--- src/rtl/riscv_pkg.sv ---
// riscv_pkg: shared RV32I constants, reset PC and fetch FSM state type
package riscv_pkg;
  localparam int XLEN = 32;
  localparam int INSTR_BYTES = 4;
  localparam logic [XLEN-1:0] RESET_PC = 32'd4;
  localparam logic [XLEN-1:0] INSTR_NOP = 32'h00000033;
  typedef enum logic {BOOT, RUN} fetch_state_t;
endpackage

--- src/rtl/fetch_unit.sv ---
// fetch_unit: fetch PC owner; imem_addr/imem_word to sync-read memory, stall/redirect in, if_instr/if_pc/if_valid/fetch_count to IF/ID
module fetch_unit
  import riscv_pkg::*;
(
  input  logic            clk,
  input  logic            rst,
  output logic [XLEN-1:0] imem_addr,
  input  logic [XLEN-1:0] imem_word,
  input  logic            stall,
  input  logic            redirect,
  input  logic [XLEN-1:0] redirect_pc,
  output logic [XLEN-1:0] if_instr,
  output logic [XLEN-1:0] if_pc,
  output logic            if_valid,
  output logic [XLEN-1:0] fetch_count
);
  fetch_state_t state_q, state_d;
  logic [XLEN-1:0] fpc_q, fpc_d, req_pc_q, req_pc_d, cnt_q, cnt_d, tgt;
  always_comb begin
    tgt = {redirect_pc[XLEN-1:2], 2'b00};
    imem_addr = redirect ? tgt : stall ? req_pc_q : fpc_q;
    if_valid = (state_q == RUN) & ~redirect;
    fpc_d = redirect ? tgt + XLEN'(INSTR_BYTES) : stall ? fpc_q : fpc_q + XLEN'(INSTR_BYTES);
    req_pc_d = redirect ? tgt : stall ? req_pc_q : fpc_q;
    state_d = (redirect | ~stall) ? RUN : state_q;
    cnt_d = cnt_q + XLEN'(if_valid & ~stall);
  end
  always_ff @(posedge clk) begin
    if (rst) begin
      fpc_q <= RESET_PC;
      req_pc_q <= RESET_PC;
      state_q <= BOOT;
      cnt_q <= '0;
    end else begin
      fpc_q <= fpc_d;
      req_pc_q <= req_pc_d;
      state_q <= state_d;
      cnt_q <= cnt_d;
    end
  end
  assign if_pc = req_pc_q;
  assign if_instr = imem_word;
  assign fetch_count = cnt_q;
endmodule

--- config.mk ---
export PLATFORM = sky130hd
export DESIGN_NAME = fetch_unit
export DESIGN_NICKNAME = d
export VERILOG_FILES = /design/src/rtl/riscv_pkg.sv /design/src/rtl/fetch_unit.sv
export SDC_FILE = /design/constraint.sdc
export NUM_CORES = 1
export LEC_CHECK = 0
export ABC_AREA = 1
export BUFFER_PORTS_ARGS = -buffer_cell sky130_fd_sc_hd__clkbuf_2
export CELL_PAD_IN_SITES_DETAIL_PLACEMENT = 1
export CELL_PAD_IN_SITES_GLOBAL_PLACEMENT = 1
export CORE_ASPECT_RATIO = 1.75
export CORE_MARGIN = 2
export CORE_UTILIZATION = 30
export DETAILED_ROUTE_END_ITERATION = 10
export PLACE_DENSITY_LB_ADDON = 0.1
export SYNTH_ARGS = -nofsm -noshare
export SYNTH_HDL_FRONTEND = slang
export SYNTH_SLANG_ARGS = --single-unit
--- constraint.sdc ---
create_clock -name clk -period 2.7 [get_ports clk]
set_input_delay 0.27 -clock clk [delete_from_list [all_inputs] [get_ports clk]]
set_output_delay 0.27 -clock clk [all_outputs]
set_load 0.1 [all_outputs]
==> summary by stage, run 1 <==
Place
The count of buffers added on input and output ports is 130. The placed wire-length estimate after detailed placement is roughly 14000 um. The number of cells in the design after placement is between 1000 and 1500. At the end of routability-driven placement, the weighted congestion stood at 0.834.

Global routing
The total routing resource utilization after global routing is 19.1%. Entering global routing, the biggest net connects between 70 and 80 pins. The wire length of the first global-routing pass is 29800 um. The initial antenna violation count is 0. The number of global-route vias before repair was 5926. The leftover overflow at the end of global routing is 0.

Power
In this run switching power makes up between 30% and 40% of total power. The clock network accounts for between 30 and 40% of the total power. The worst voltage drop across the vdd grid is about 0.24 mV. Registers are responsible for 36.8% of the overall power. Combinational logic burns roughly 30% of the power. Internal power comes to 2.53 mW. In this run the power spent charging and discharging nets is around 1.5 mW.

The static leakage is between 3 and 4 nW. The power density normalized to cell area is approximately 580 mW/mm2.

Worst setup path
STA classifies the critical path startpoint as a flip-flop. The cell at the slowest stage of the critical path is sky130_fd_sc_hd__dfxtp_1. Along the worst path, the maximum fanout reaches 4. For flop-to-flop paths, the worst setup slack is 0.53 ns. The kind of critical path is reg -> reg. The required time of the critical path is between 2 and 3 ns.

The signal on the critical path passes through inv_1 > nor3_1 > ha_1 > ha_1 > nand2_1 > nor2_1 > nand3_1 > inv_1 > nand4_1 > or2_2 > a21oi_1. For this run, the slowest stage of the critical path takes 0.32 ns. For the worst setup path, the data arrival time is between 2 and 2.5 ns. The kind of capture point of the worst setup path is a flip-flop.

Floorplan
The number of standard-cell rows in the floorplan is 66. The die footprint is roughly 0.02 mm2. between 150 and 200 I/O pins were placed.

In this run the standard cell core region covers ~0.018 mm2. For this configuration, the core starts out at a cell density of 30.4%. The die is 185 um tall. Measured along the x axis, the die boundary spans around 110 um.

CTS
The root buffer selected by CTS is sky130_fd_sc_hd__clkbuf_16. Once the clock tree was built, the setup fixing pass inserted 0 buffers. In this run, post-CTS hold repair placed 0 buffers. The H-tree was split into 3 levels. In this run the deepest clock path goes through 2 buffers. In this run, post-CTS repair resized a total of 0 instances. The TritonCTS clock tree is built. The number of buffers added by the clock tree synthesis step is 9. Clock tree synthesis found a total of 95 sinks.

The register clock-pin slew on the reported worst setup and hold paths is 0.07 ns. The clock latency at the later pin of the worst-skew pair is ~0.34 ns.

Yosys
The Yosys step of the flow raised 0 warnings. The part of the Yosys area used for sequential elements is 33.9%. The proportion of netlist area held by the largest area contributor is between 30% and 40%. The post-synth net total is 910. The number of different library cells used by synthesis comes to 41.

The mapped netlist covers approximately 0.0056 mm2. The biggest area contributor in the post-synthesis netlist is sky130_fd_sc_hd__dfxtp_1. By area the synthesized netlist is led by sky130_fd_sc_hd__dfxtp_1, sky130_fd_sc_hd__nand2_1, sky130_fd_sc_hd__a21oi_1. Synthesis inferred 95 register bits. After technology mapping, the gate count stands at about 840. The average instance in the mapped netlist occupies approximately 6.7 um2.

Drt
After the first detailed-routing iteration, the DRC count stood at 83. The DRC violations left is 0. The detailed-route vias per instance is 4.82. Summing over every cut layer, the via total after detailed routing is 5648. After detailed routing, the total wire length is between 15000 and 20000 um.

After detailed routing, the average wire length per cell comes to 15.6 um. The number of search-and-repair iterations in the first detailed-routing pass is 4. The count of antenna-violating nets left after detailed routing is 0.

Timing
The final count of hold timing violations is 0. Between clock sinks in the finished design, the worst skew comes to 0.00769 ns. Dividing the final minimum period by the clock period gives between 80% and 90%.

The total setup violations reported at the end of the flow is 0. Based on the critical path, the design can be clocked at up to around 460 MHz. For the pin with the worst max-slew slack, the measured transition is between 0.7 and 0.8 ns. The final count of pins violating max slew was 0. Setup repair after global routing left no endpoint under its margin. Measured against its own limit, the worst slew margin works out to a little under half.

In the final timing run, aggregate negative setup slack is 0 ns. The minimum clock period is 2.17 ns.

Final layout
For this run, the number of standard cells in the final layout without fillers is around 1200. The number of nets in the layout is between 1000 and 1500. The share of layout cells above drive strength 1 is between 20% and 30%.

The leading cell type in the layout, fill and taps excluded is sky130_fd_sc_hd__nand2_1. The count of antenna diodes in the layout is 0. Leaving out fill and tap cells, the most frequent cells in the layout are sky130_fd_sc_hd__nand2_1, sky130_fd_sc_hd__clkbuf_2, sky130_fd_sc_hd__dfxtp_1, sky130_fd_sc_hd__inv_1.

Relative to the synthesized area, the layout overhead comes to 25.1%.

Hold path
The min-delay analysis places its worst path in the category in -> reg.

Run
Max-cap violations in this run came to 0.

Run status
The flow ran to the end, and the final reports show no timing, DRC or antenna violations.
Yosys cell counts:
| library cell | count |
|---|---|
| sky130_fd_sc_hd__o21ai_0 | 62 |
| sky130_fd_sc_hd__nor2_8 | 1 |
| sky130_fd_sc_hd__o211ai_1 | 2 |
| sky130_fd_sc_hd__o21ai_2 | 1 |
| sky130_fd_sc_hd__nor2_4 | 5 |
| sky130_fd_sc_hd__nand2_2 | 35 |
| sky130_fd_sc_hd__nand4_1 | 16 |
| sky130_fd_sc_hd__nand3_1 | 48 |
| sky130_fd_sc_hd__and2_1 | 2 |
| sky130_fd_sc_hd__buf_2 | 2 |
| sky130_fd_sc_hd__a31oi_1 | 1 |
| sky130_fd_sc_hd__nand3b_1 | 1 |
| sky130_fd_sc_hd__buf_12 | 1 |
| sky130_fd_sc_hd__nor4_1 | 1 |
| sky130_fd_sc_hd__nor3b_1 | 2 |
| sky130_fd_sc_hd__clkbuf_1 | 17 |
| sky130_fd_sc_hd__nor2_1 | 53 |
| sky130_fd_sc_hd__o21a_1 | 1 |
| sky130_fd_sc_hd__a21oi_2 | 2 |
| sky130_fd_sc_hd__o21bai_1 | 8 |
| sky130_fd_sc_hd__o22ai_1 | 1 |
| sky130_fd_sc_hd__nand2_4 | 9 |
| sky130_fd_sc_hd__buf_4 | 34 |
| sky130_fd_sc_hd__nand3_2 | 1 |
| sky130_fd_sc_hd__inv_1 | 82 |
| sky130_fd_sc_hd__o31ai_1 | 1 |
| sky130_fd_sc_hd__nor2_2 | 15 |
| sky130_fd_sc_hd__xor2_1 | 10 |
| sky130_fd_sc_hd__or2_0 | 2 |
| sky130_fd_sc_hd__ha_1 | 4 |
| sky130_fd_sc_hd__nand2_1 | 222 |
| sky130_fd_sc_hd__dfxtp_1 | 95 |
| sky130_fd_sc_hd__nor3_2 | 1 |
| sky130_fd_sc_hd__buf_6 | 3 |
| sky130_fd_sc_hd__o21ai_1 | 1 |
| sky130_fd_sc_hd__a21oi_1 | 62 |
| sky130_fd_sc_hd__inv_2 | 4 |
| sky130_fd_sc_hd__nor3_1 | 17 |
| sky130_fd_sc_hd__xnor2_1 | 4 |
| sky130_fd_sc_hd__or2_2 | 6 |
| sky130_fd_sc_hd__buf_1 | 3 |
cells by family (layout without fill, tap and decap cells):
logic type | Yosys count | after routing | synth area share, %
AO/OA/AOI/OAI | 142 | 142 | 13.5
buffers and inverters | 146 | 242 | 12.8
flip-flops | 95 | 95 | 33.9
AND/OR/NAND/NOR | 437 | 437 | 36.7
adder cells (fa/ha/maj) | 4 | 4 | 0.893
XOR/XNOR | 14 | 14 | 2.19
metrics by stage:
step / cell area, um2 / worst slack, ns / hold slack (ns) / total power, mW / util (%)
2_1_floorplan: 5610 / 0.0660 / 0.429 / 2.63 / -
3_3_place_gp: 6710 / 0.327 / 0.453 / 2.76 / 36.4
3_5_place_dp: 6710 / 0.324 / 0.457 / 2.76 / 36.4
4_1_cts: 7010 / 0.436 / 0.186 / 4.15 / 38.1
5_1_grt: 7010 / 0.167 / 0.200 / 4.27 / 38.1
6_report: 7010 / 0.526 / 0.198 / 4.07 / 38.1
final timing paths:
kind	from	endpoint	depth (start not counted)
max	state_q	fetch_count[26]	11
min	redirect_pc[23]	if_pc[23]	3
max reg2reg	state_q	fetch_count[26]	11
min reg2reg	if_pc[1]	if_pc[1]	2
metal layers:
metal	GRT usage, %	vias to the layer above	wire (um)
met5	0	-	0
met4	6.62	0	422
met3	3.24	37	699
met2	38.9	106	10500
met1	18.9	2670	6670
li1	-	2835	-
power groups by stage:
stage | clock network [mW] | registers [mW] | logic, mW
after CTS | 1.41 | 1.50 | 1.24
after detailed placement | 0 | 1.53 | 1.23
after floorplan | 0 | 1.76 | 0.868
after global routing | 1.47 | 1.51 | 1.29
final | 1.35 | 1.50 | 1.22
after global placement | 0 | 1.53 | 1.23
cell type report:
type / count / area [um2]
Tap cell: 238 / 298
Fill cell: 2343 / 11400
Clock buffer: 10 / 239
Sequential cell: 95 / 1900
Multi-Input combinational cell: 597 / 2990
Inverter: 86 / 323
Clock inverter: 5 / 63.8
Timing Repair Buffer: 141 / 1200
sequential cells by signal (all words and copies together) (netlist names):
name	flops
fetch_count	32
state_q	1
if_pc	32
fpc_q	30
worst max-delay path, delay by kind of cell, from the launching register on:
kind / cells / cell delay, ns
adder cells (fa/ha/maj): 2 / 0.44
AND/OR/NAND/NOR: 6 / 0.99
flip-flops: 1 / 0.32
AO/OA/AOI/OAI: 1 / 0.11
buffers and inverters: 2 / 0.25
Power figures use the tool's default switching activity.
==> inputs of run 2 (changes only) <==
--- a/config.mk
+++ b/config.mk
@@ -5,7 +5,7 @@
 export SDC_FILE = /design/constraint.sdc
 export NUM_CORES = 1
 export LEC_CHECK = 0
-export ABC_AREA = 1
+export ABC_AREA = 0
 export BUFFER_PORTS_ARGS = -buffer_cell sky130_fd_sc_hd__clkbuf_2
 export CELL_PAD_IN_SITES_DETAIL_PLACEMENT = 1
 export CELL_PAD_IN_SITES_GLOBAL_PLACEMENT = 1
==> constraint.sdc (replaced) <==
create_clock -name clk -period 1.8 [get_ports clk]
set_input_delay 0.18 -clock clk [delete_from_list [all_inputs] [get_ports clk]]
set_output_delay 0.18 -clock clk [all_outputs]
set_load 0.1 [all_outputs]
==> run 2 against run 1 <==
The flow now finishes with violations (setup timing). Cell count decreased by 2.0%. Maximum frequency decreased by 5.5%. Worst hold slack improved by 0.020 ns. Worst setup slack worse by 1.0 ns. Register-to-register slack got worse by 1.0 ns. First-iteration DRC count up 120%. Area after synthesis is 1.7% lower. Sequential cell count unchanged. Wire length grew 12%. Critical path depth down 1. Critical path type unchanged. Critical endpoint is now fpc_q[22].
==> summary by stage, run 2 <==
Yosys
The part of the Yosys area used for sequential elements is 34.5% (+0.58 points). The combinational family with the most area after synthesis is simple AND/OR/NAND/NOR gates. The area share of xor/xnor cells in the synthesized design is 9.38% (+7.2 points). The synthesized instance count is 667 (-20%). The cell area after synthesis was 0.00551 mm2 (-1.7%). The adder-cell area share of the yosys netlist is 0.908% (+0.015 points).

The number of enable-type register cells in the synthesized netlist came to 0 (unchanged). The proportion of netlist area held by the largest area contributor is 34.5% (+0.58 points). The proportion of register bits with asynchronous set or reset after synthesis is 0% (unchanged). The multiplexer share of the synthesized area is 5.65% (+5.7 points). In the post-synthesis netlist, the biggest area contributors are sky130_fd_sc_hd__dfxtp_1, sky130_fd_sc_hd__mux2i_1, sky130_fd_sc_hd__nand2_1. The synthesis warning total is 0 (unchanged). Counting instances in the post-synthesis netlist gives the leading cell types as sky130_fd_sc_hd__dfxtp_1, sky130_fd_sc_hd__nand2_1, sky130_fd_sc_hd__nor2_1. The compound-cell area share of the yosys netlist is 13.8% (+0.37 points). The average cell area after synthesis is 8.26 um2 (+24%). The number of distinct library cells after synthesis is 62 (+51%). The number of synthesized register bits is 95 (unchanged).

The biggest area consumer among synthesized cells is sky130_fd_sc_hd__dfxtp_1. The most instantiated library cell after synthesis is sky130_fd_sc_hd__dfxtp_1. The main flop type after synthesis is sky130_fd_sc_hd__dfxtp_1.

The share of synthesized cell area in and, or, nand and nor gates is 27.4% (-9.3 points). The post-synth net total came to 739 (-19%).

Run status
The run finished, with violations left. The final reports fail on setup timing.

Floorplan
The starting density of the core is 30.5% (+0.088 points). The die span in x was 106 um (-0.81%). The vertical die dimension came to 183 um (-0.82%).

The boundary pin count is 197 (unchanged). The number of standard-cell rows in the floorplan is 65 (-1.5%). The area of the core is 0.0181 mm2 (-2.0%). The die footprint came to 0.0195 mm2 (-1.6%).

CTS
The buffer levels on the longest clock path is 2 (unchanged). The clock latency at the later pin of the worst-skew pair is 0.35 ns (about the same). The count of hold buffers inserted by post-cts repair is 0 (unchanged).

The cell sitting at the root of the clock tree is a sky130_fd_sc_hd__clkbuf_16. The clock sink count was 95 (unchanged). The number of buffers added by the clock tree synthesis step was 9 (unchanged). The TritonCTS clock tree is built. The depth of the CTS H-tree was 3 (unchanged).

The register clock-pin slew on the reported worst setup and hold paths is 0.07 ns (about the same).

Hold path
The worst min-delay path category is in -> reg.

Final layout
The share of layout cells above drive strength 1 is 52.0% (+27 points). The post-layout instance area is 0.00919 mm2 (+31%). The number of nets in the layout is 982 (-2.0%). In the layout the commonest cells are sky130_fd_sc_hd__buf_4, sky130_fd_sc_hd__clkbuf_2, sky130_fd_sc_hd__nand2_1, sky130_fd_sc_hd__dfxtp_1, sky130_fd_sc_hd__nor2_1. The final-layout fill cell count is 2119 (-9.6%). The leading cell type in the layout, fill and taps excluded is sky130_fd_sc_hd__buf_4.

The relative area change from synthesis to final layout is 66.7%. The count of antenna diodes in the layout came to 0 (unchanged).

Worst setup path
In this design, the largest share of critical-path delay is due to compound AO/OA/AOI/OAI gates. The signal arrival time at the worst endpoint was 2.59 ns (+0.14 ns). The kind of critical path is reg -> reg. The signal on the critical path passes through inv_2 > o21ai_2 > ha_2 > inv_2 > a221o_2 > or4b_4 > buf_6 > o211ai_1 > a31oi_1 > nor2_1. The maximum single-stage delay on the critical path is 0.57 ns (+0.25 ns).

The largest fanout on the critical path came to 8 (+4). The kind of capture point of the worst setup path is a flip-flop. The cell at the slowest stage of the critical path is sky130_fd_sc_hd__or4b_4. The required time of the critical path is 2.09 ns (-0.89 ns). The register-to-register path setup slack is -0.50 ns (-1.03 ns).

The most numerous cell type found on the critical path is sky130_fd_sc_hd__inv_2. The total buffers and inverters traversed by the critical path is 3 (+1). STA classifies the critical path startpoint as a flip-flop.

Drt
The average routed wire per standard cell is 17.9 um (+15%). The number of vias in the routed layout was 5851 (+3.6%). The number of search-and-repair iterations in the first detailed-routing pass came to 4 (unchanged). The detailed-route vias per instance was 5.09 (+5.7%). The DRC violations left came to 0 (unchanged).

The count of antenna-violating nets left after detailed routing was 0 (unchanged). The iteration-0 DRC count of the detailed router is 184 (+120%). The total wire length after detailed routing is 20600 um (+12%).

Power
The worst voltage drop across the vdd grid is 0.395 mV (+61%). The static leakage was 3.94 nW (+18%). The power density normalized to cell area is 686 mW/mm2 (+18%). The total power was 6.31 mW (+55%).

Timing
The tightest slew margin relative to the limit was 57.9% (+10 points). The accumulated negative setup slack was -6.45 ns (-6.45 ns). The highest clock rate is 435 MHz (-5.5%).

The final count of hold timing violations is 0 (unchanged). The minimum clock period is 2.30 ns (+0.126 ns). The clock skew is 0.00894 ns (+0.00125 ns). The total setup violations reported at the end of the flow was 35 (+35). The final worst setup slack is -0.500 ns (-1.03 ns).

Setup repair after global routing could not meet its margin everywhere. The final count of pins violating max slew is 0 (unchanged). The period utilization came to 128% (+47 points). The slew of the pin with the lowest slew margin came to 0.629 ns (-0.155 ns).

Global routing
The pin count of the biggest net entering global routing is 60 (-18%). The wire length of the first global-routing pass came to 33100 um (+11%). The number of global-route vias before repair is 6480 (+9.3%). The total routing resource utilization after global routing is 21.4% (+2.2 points). The leftover overflow at the end of global routing came to 0 (unchanged). The initial antenna violation count came to 0 (unchanged).

Place
The placed wire-length estimate after detailed placement is 15500 um (+10%). The worst slack at placement is -0.593 ns (-0.917 ns). The area of placed instances is 0.00807 mm2 (+20%).

The number of port buffers was 130 (unchanged). The global placement routability congestion is 0.824 (-1.1%).

Run
The total of max-cap violations is 0 (unchanged).
run 2: cell types whose count changed after synthesis, sizes merged, moves of 18 or more:
| cell | previous run | this run |
|---|---|---|
| a21oi | 64 | 24 |
| and2 | 2 | 31 |
| inv | 86 | 10 |
| mux2i | 0 | 30 |
| nand2 | 266 | 70 |
| nand3 | 49 | 30 |
| nor2 | 74 | 56 |
| o21ai | 64 | 40 |
| xnor2 | 4 | 29 |
| xor2 | 10 | 30 |
run 2: power breakdown:
group / internal, mW / total (mW) / switching (mW)
sequential: 2.20 / 2.27 / 0.0629
combinational: 0.690 / 2.00 / 1.31
clock: 1.12 / 2.04 / 0.915
total: 4.01 / 6.31 / 2.29
run 2: layout make-up:
| cell class | count | area (um2) | area share (%) |
|---|---|---|---|
| Timing Repair Buffer | 300 | 2660 | 28.9 |
| Multi-Input combinational cell | 493 | 3940 | 42.9 |
| Sequential cell | 95 | 1950 | 21.2 |
| Tap cell | 234 | 293 | 3.19 |
| Clock inverter | 6 | 68.8 | 0.749 |
| Clock buffer | 10 | 239 | 2.60 |
| Inverter | 11 | 41.3 | 0.449 |
run 2: path summary, 6_finish.rpt:
kind             startpoint   endpoint  depth (start not counted)
max                fpc_q[3]  fpc_q[22]                         10
min          redirect_pc[6]   if_pc[6]                          3
max reg2reg        fpc_q[3]  fpc_q[22]                         10
min reg2reg       fpc_q[30]  fpc_q[30]                          2
run 2: logic make-up (layout without fill, tap and decap cells):
kind of cell,after synthesis,after routing
xor gates and xnor gates,59,59
adders and majority gates,4,4
AOI/OAI and AO/OA,118,118
buffers and inverters,79,327
muxes,31,31
DFF,95,95
and+or+nand+nor,281,281
run 2: per-layer routing:
metal / track usage [%] / vias up / wire length, um / share of wire, %
met2: 43.0 / 143 / 12000 / 58
met3: 3.62 / 30 / 716 / 3.5
li1: - / 2795 / - / -
met1: 21.3 / 2883 / 7370 / 36
met5: 0 / - / 0 / 0
met4: 8.05 / 0 / 486 / 2.4
run 2: per-stage QoR:
step | cells | util (%) | hold WS, ns
4_1_cts | 1143 | 49.4 | 0.222
2_1_floorplan | 667 | - | 0.369
6_report | 1149 | 50.9 | 0.218
5_1_grt | 1149 | 50.9 | 0.223
3_3_place_gp | 1105 | 44.7 | 0.361
3_5_place_dp | 1105 | 44.7 | 0.361
run 2: repair_timing:
item	CTS	global route
buffers inserted	25	14
endpoints found under the setup margin	44	53
pin swaps	57	52
resized for setup	87	52
cloned	1	0
run 2: tightest hold or removal path, stage by stage:
cell and delay, ns:
sky130_fd_sc_hd__clkbuf_2 0.14, sky130_fd_sc_hd__nor2_4 0.14, sky130_fd_sc_hd__nor3_1 0.06
==> inputs of run 3 (changes only) <==
--- a/config.mk
+++ b/config.mk
@@ -14,6 +14,7 @@
 export CORE_UTILIZATION = 30
 export DETAILED_ROUTE_END_ITERATION = 10
 export PLACE_DENSITY_LB_ADDON = 0.1
+export SETUP_SLACK_MARGIN = 0.02
 export SYNTH_ARGS = -nofsm -noshare
 export SYNTH_HDL_FRONTEND = slang
 export SYNTH_SLANG_ARGS = --single-unit
==> run 3 against run 2 <==
Global-route usage fell by 0.33 points. Largest power group is now clock. First-iteration DRC count rose by 17%. Wire length rose by 1.7%. The run still ends with setup timing left. Critical endpoint unchanged. Cell count rose by 1.4%.
==> summary by stage, run 3 (synthesis gave the netlist of run 2 again) <==
CTS
The TritonCTS clock tree is built. The count of hold buffers inserted by post-cts repair is 0 (unchanged). The buffer levels on the longest clock path is 2 (unchanged).

The root buffer selected by CTS is sky130_fd_sc_hd__clkbuf_16. The clock sink count is 95 (unchanged). The depth of the CTS H-tree is 3 (unchanged).

The clock latency at the later pin of the worst-skew pair is 0.37 ns (+0.02 ns). The number of buffers added by the clock tree synthesis step is 9 (unchanged). The register clock-pin slew on the reported worst setup and hold paths is 0.08 ns (about the same).

Worst setup path
STA classifies the critical path startpoint as a flip-flop. The signal arrival time at the worst endpoint came to 2.50 ns (-0.09 ns). The required time of the critical path is 2.09 ns (about the same).

The kind of capture point of the worst setup path is a flip-flop. The kind of critical path is reg -> reg. The maximum single-stage delay on the critical path is 0.56 ns (about the same).

Traced cell by cell, the critical path runs through inv_2 > o21ai_2 > ha_2 > inv_2 > a221o_2 > or4b_4 > buf_6 > o211ai_1 > a31oi_1 > nor2_1. The most used cell along the critical path is sky130_fd_sc_hd__inv_2. For this design, the slowest cell found on the critical path is sky130_fd_sc_hd__or4b_4. The largest fanout on the critical path is 8 (unchanged).

Place
The worst slack at placement came to -0.568 ns (+0.0246 ns). The placed wire-length estimate after detailed placement is 15400 um (-0.97%). The global placement routability congestion is 0.868 (+5.2%). The number of port buffers is 130 (unchanged).

Floorplan
The boundary pin count came to 197 (unchanged). The starting density of the core is 30.5% (unchanged). The area of the core is 0.0181 mm2 (unchanged).

The vertical die dimension came to 183 um (unchanged). The die span in x was 106 um (unchanged). The die footprint is 0.0195 mm2 (unchanged). The number of standard-cell rows in the floorplan is 65 (unchanged).

Timing
The accumulated negative setup slack is -6.79 ns (-0.338 ns). The clock skew is 0.0140 ns (+0.00505 ns). The tightest slew margin relative to the limit is 33.8% (-24 points).

Setup repair after global routing could not meet its margin everywhere. The slew of the pin with the lowest slew margin is 0.990 ns (+0.361 ns). The final count of pins violating max slew is 0 (unchanged).

The worst hold margin came to 0.226 ns (+0.00717 ns). The highest clock rate is 454 MHz (+4.3%). The period utilization was 122% (-5.3 points). The total setup violations reported at the end of the flow came to 42 (+20%).

The minimum clock period came to 2.20 ns (-0.0954 ns). The final worst setup slack is -0.405 ns (+0.0954 ns). The final count of hold timing violations is 0 (unchanged).

Drt
The detailed-route vias per instance came to 5.08 (-0.23%). The count of antenna-violating nets left after detailed routing is 0 (unchanged). The total wire length after detailed routing was 21000 um (+1.7%). The number of vias in the routed layout is 5919 (+1.2%). The average routed wire per standard cell came to 18.0 um (+0.29%).

The iteration-0 DRC count of the detailed router is 216 (+17%). The number of search-and-repair iterations in the first detailed-routing pass was 4 (unchanged). The DRC violations left was 0 (unchanged).

Final layout
The leading cell type in the layout, fill and taps excluded is sky130_fd_sc_hd__buf_4. The share of layout cells above drive strength 1 came to 52.4% (+0.39 points). The relative area change from synthesis to final layout is 70.1%. The utilization of the core after routing was 51.9% (+1.0 points).

In the layout the commonest cells are sky130_fd_sc_hd__buf_4, sky130_fd_sc_hd__clkbuf_2, sky130_fd_sc_hd__dfxtp_1, sky130_fd_sc_hd__nand2_1, sky130_fd_sc_hd__nor2_1. The number of nets in the layout is 998 (+1.6%). The count of antenna diodes in the layout is 0 (unchanged).

Run status
The final reports fail on setup timing. The run finished, with violations left.

Global routing
The pin count of the biggest net entering global routing is 60 (unchanged). The total routing resource utilization after global routing came to 21.1% (-0.33 points). The wire length of the first global-routing pass is 32600 um (-1.6%). The number of global-route vias before repair is 6420 (-0.93%).

The initial antenna violation count was 0 (unchanged). The leftover overflow at the end of global routing is 0 (unchanged).

Power
The internal power contribution came to 4.30 mW (+7.2%). The share of total power consumed by net switching is 34.7% (-1.6 points). The portion of total power attributed to sequential cells is 34.4% (-1.5 points).

The clock network power share came to 35.0% (+2.7 points). The static leakage was 4.11 nW (+4.3%). The power density normalized to cell area was 703 mW/mm2 (+2.5%). The total power is 6.59 mW (+4.5%).

The switching power total was 2.29 mW (-0.18%). The part of the power in combinational logic was 30.7% (-1.1 points). The worst voltage drop across the vdd grid came to 0.419 mV (+6.2%).

Hold path
The worst min-delay path category is in -> reg.

Run
The total of max-cap violations is 0 (unchanged).
[run 3: final cells by class]
cell class              count  area (um2)
clock buffers              11         243
clock inverters             5         105
fillers                  2103        8680
inverters                  11        41.3
multi-input cells         493        3990
flip-flops and latches     95        1940
well taps                 234         293
repair buffers            316        2760
[run 3: final timing paths]
| path | to | from | slack, ns | cells past startpoint |
|---|---|---|---|---|
| setup / recovery | fpc_q[22] | fpc_q[3] | -0.40 | 10 |
| hold / removal | if_pc[23] | redirect_pc[23] | 0.23 | 4 |
| setup reg to reg | fpc_q[22] | fpc_q[3] | -0.40 | 10 |
| hold reg to reg | fpc_q[26] | fpc_q[26] | 0.49 | 2 |
[run 3: critical path, delay by kind of cell (launching register included)]
kind | cells | cell delay, ns
buffers and inverters | 3 | 0.23
AOI/OAI and AO/OA | 4 | 0.71
and+or+nand+nor | 2 | 0.65
DFF | 1 | 0.34
adders and majority gates | 1 | 0.20
[run 3: metrics by stage]
stage / cell area, um2 / instances
2_1_floorplan: 5940 / 667
3_3_place_gp: 8170 / 1120
3_5_place_dp: 8170 / 1120
4_1_cts: 8990 / 1154
5_1_grt: 9380 / 1165
6_report: 9380 / 1165
[run 3: power by group through the flow]
stage	Combinational, mW	Clock (mW)	Sequential (mW)
after floorplan	1.27	0	2.61
after global placement	1.93	0	2.30
after detailed placement	1.96	0	2.31
after CTS	2.00	2.35	2.26
after global routing	2.12	2.45	2.27
final	2.02	2.31	2.26
[run 3: repair_timing]
item                       CTS  global route
setup buffers               18            18
pin swaps                   59            69
gates resized for setup     80            68
setup endpoints to repair   43            57
cloned                       1             0
[run 3: metal layers]
metal | global-route usage [%] | wire, um | vias to the layer above
li1 | - | - | 2828
met1 | 21.6 | 7980 | 2895
met2 | 41.2 | 11700 | 153
met3 | 3.45 | 672 | 43
met4 | 8.83 | 642 | 0
met5 | 0 | 0 | -
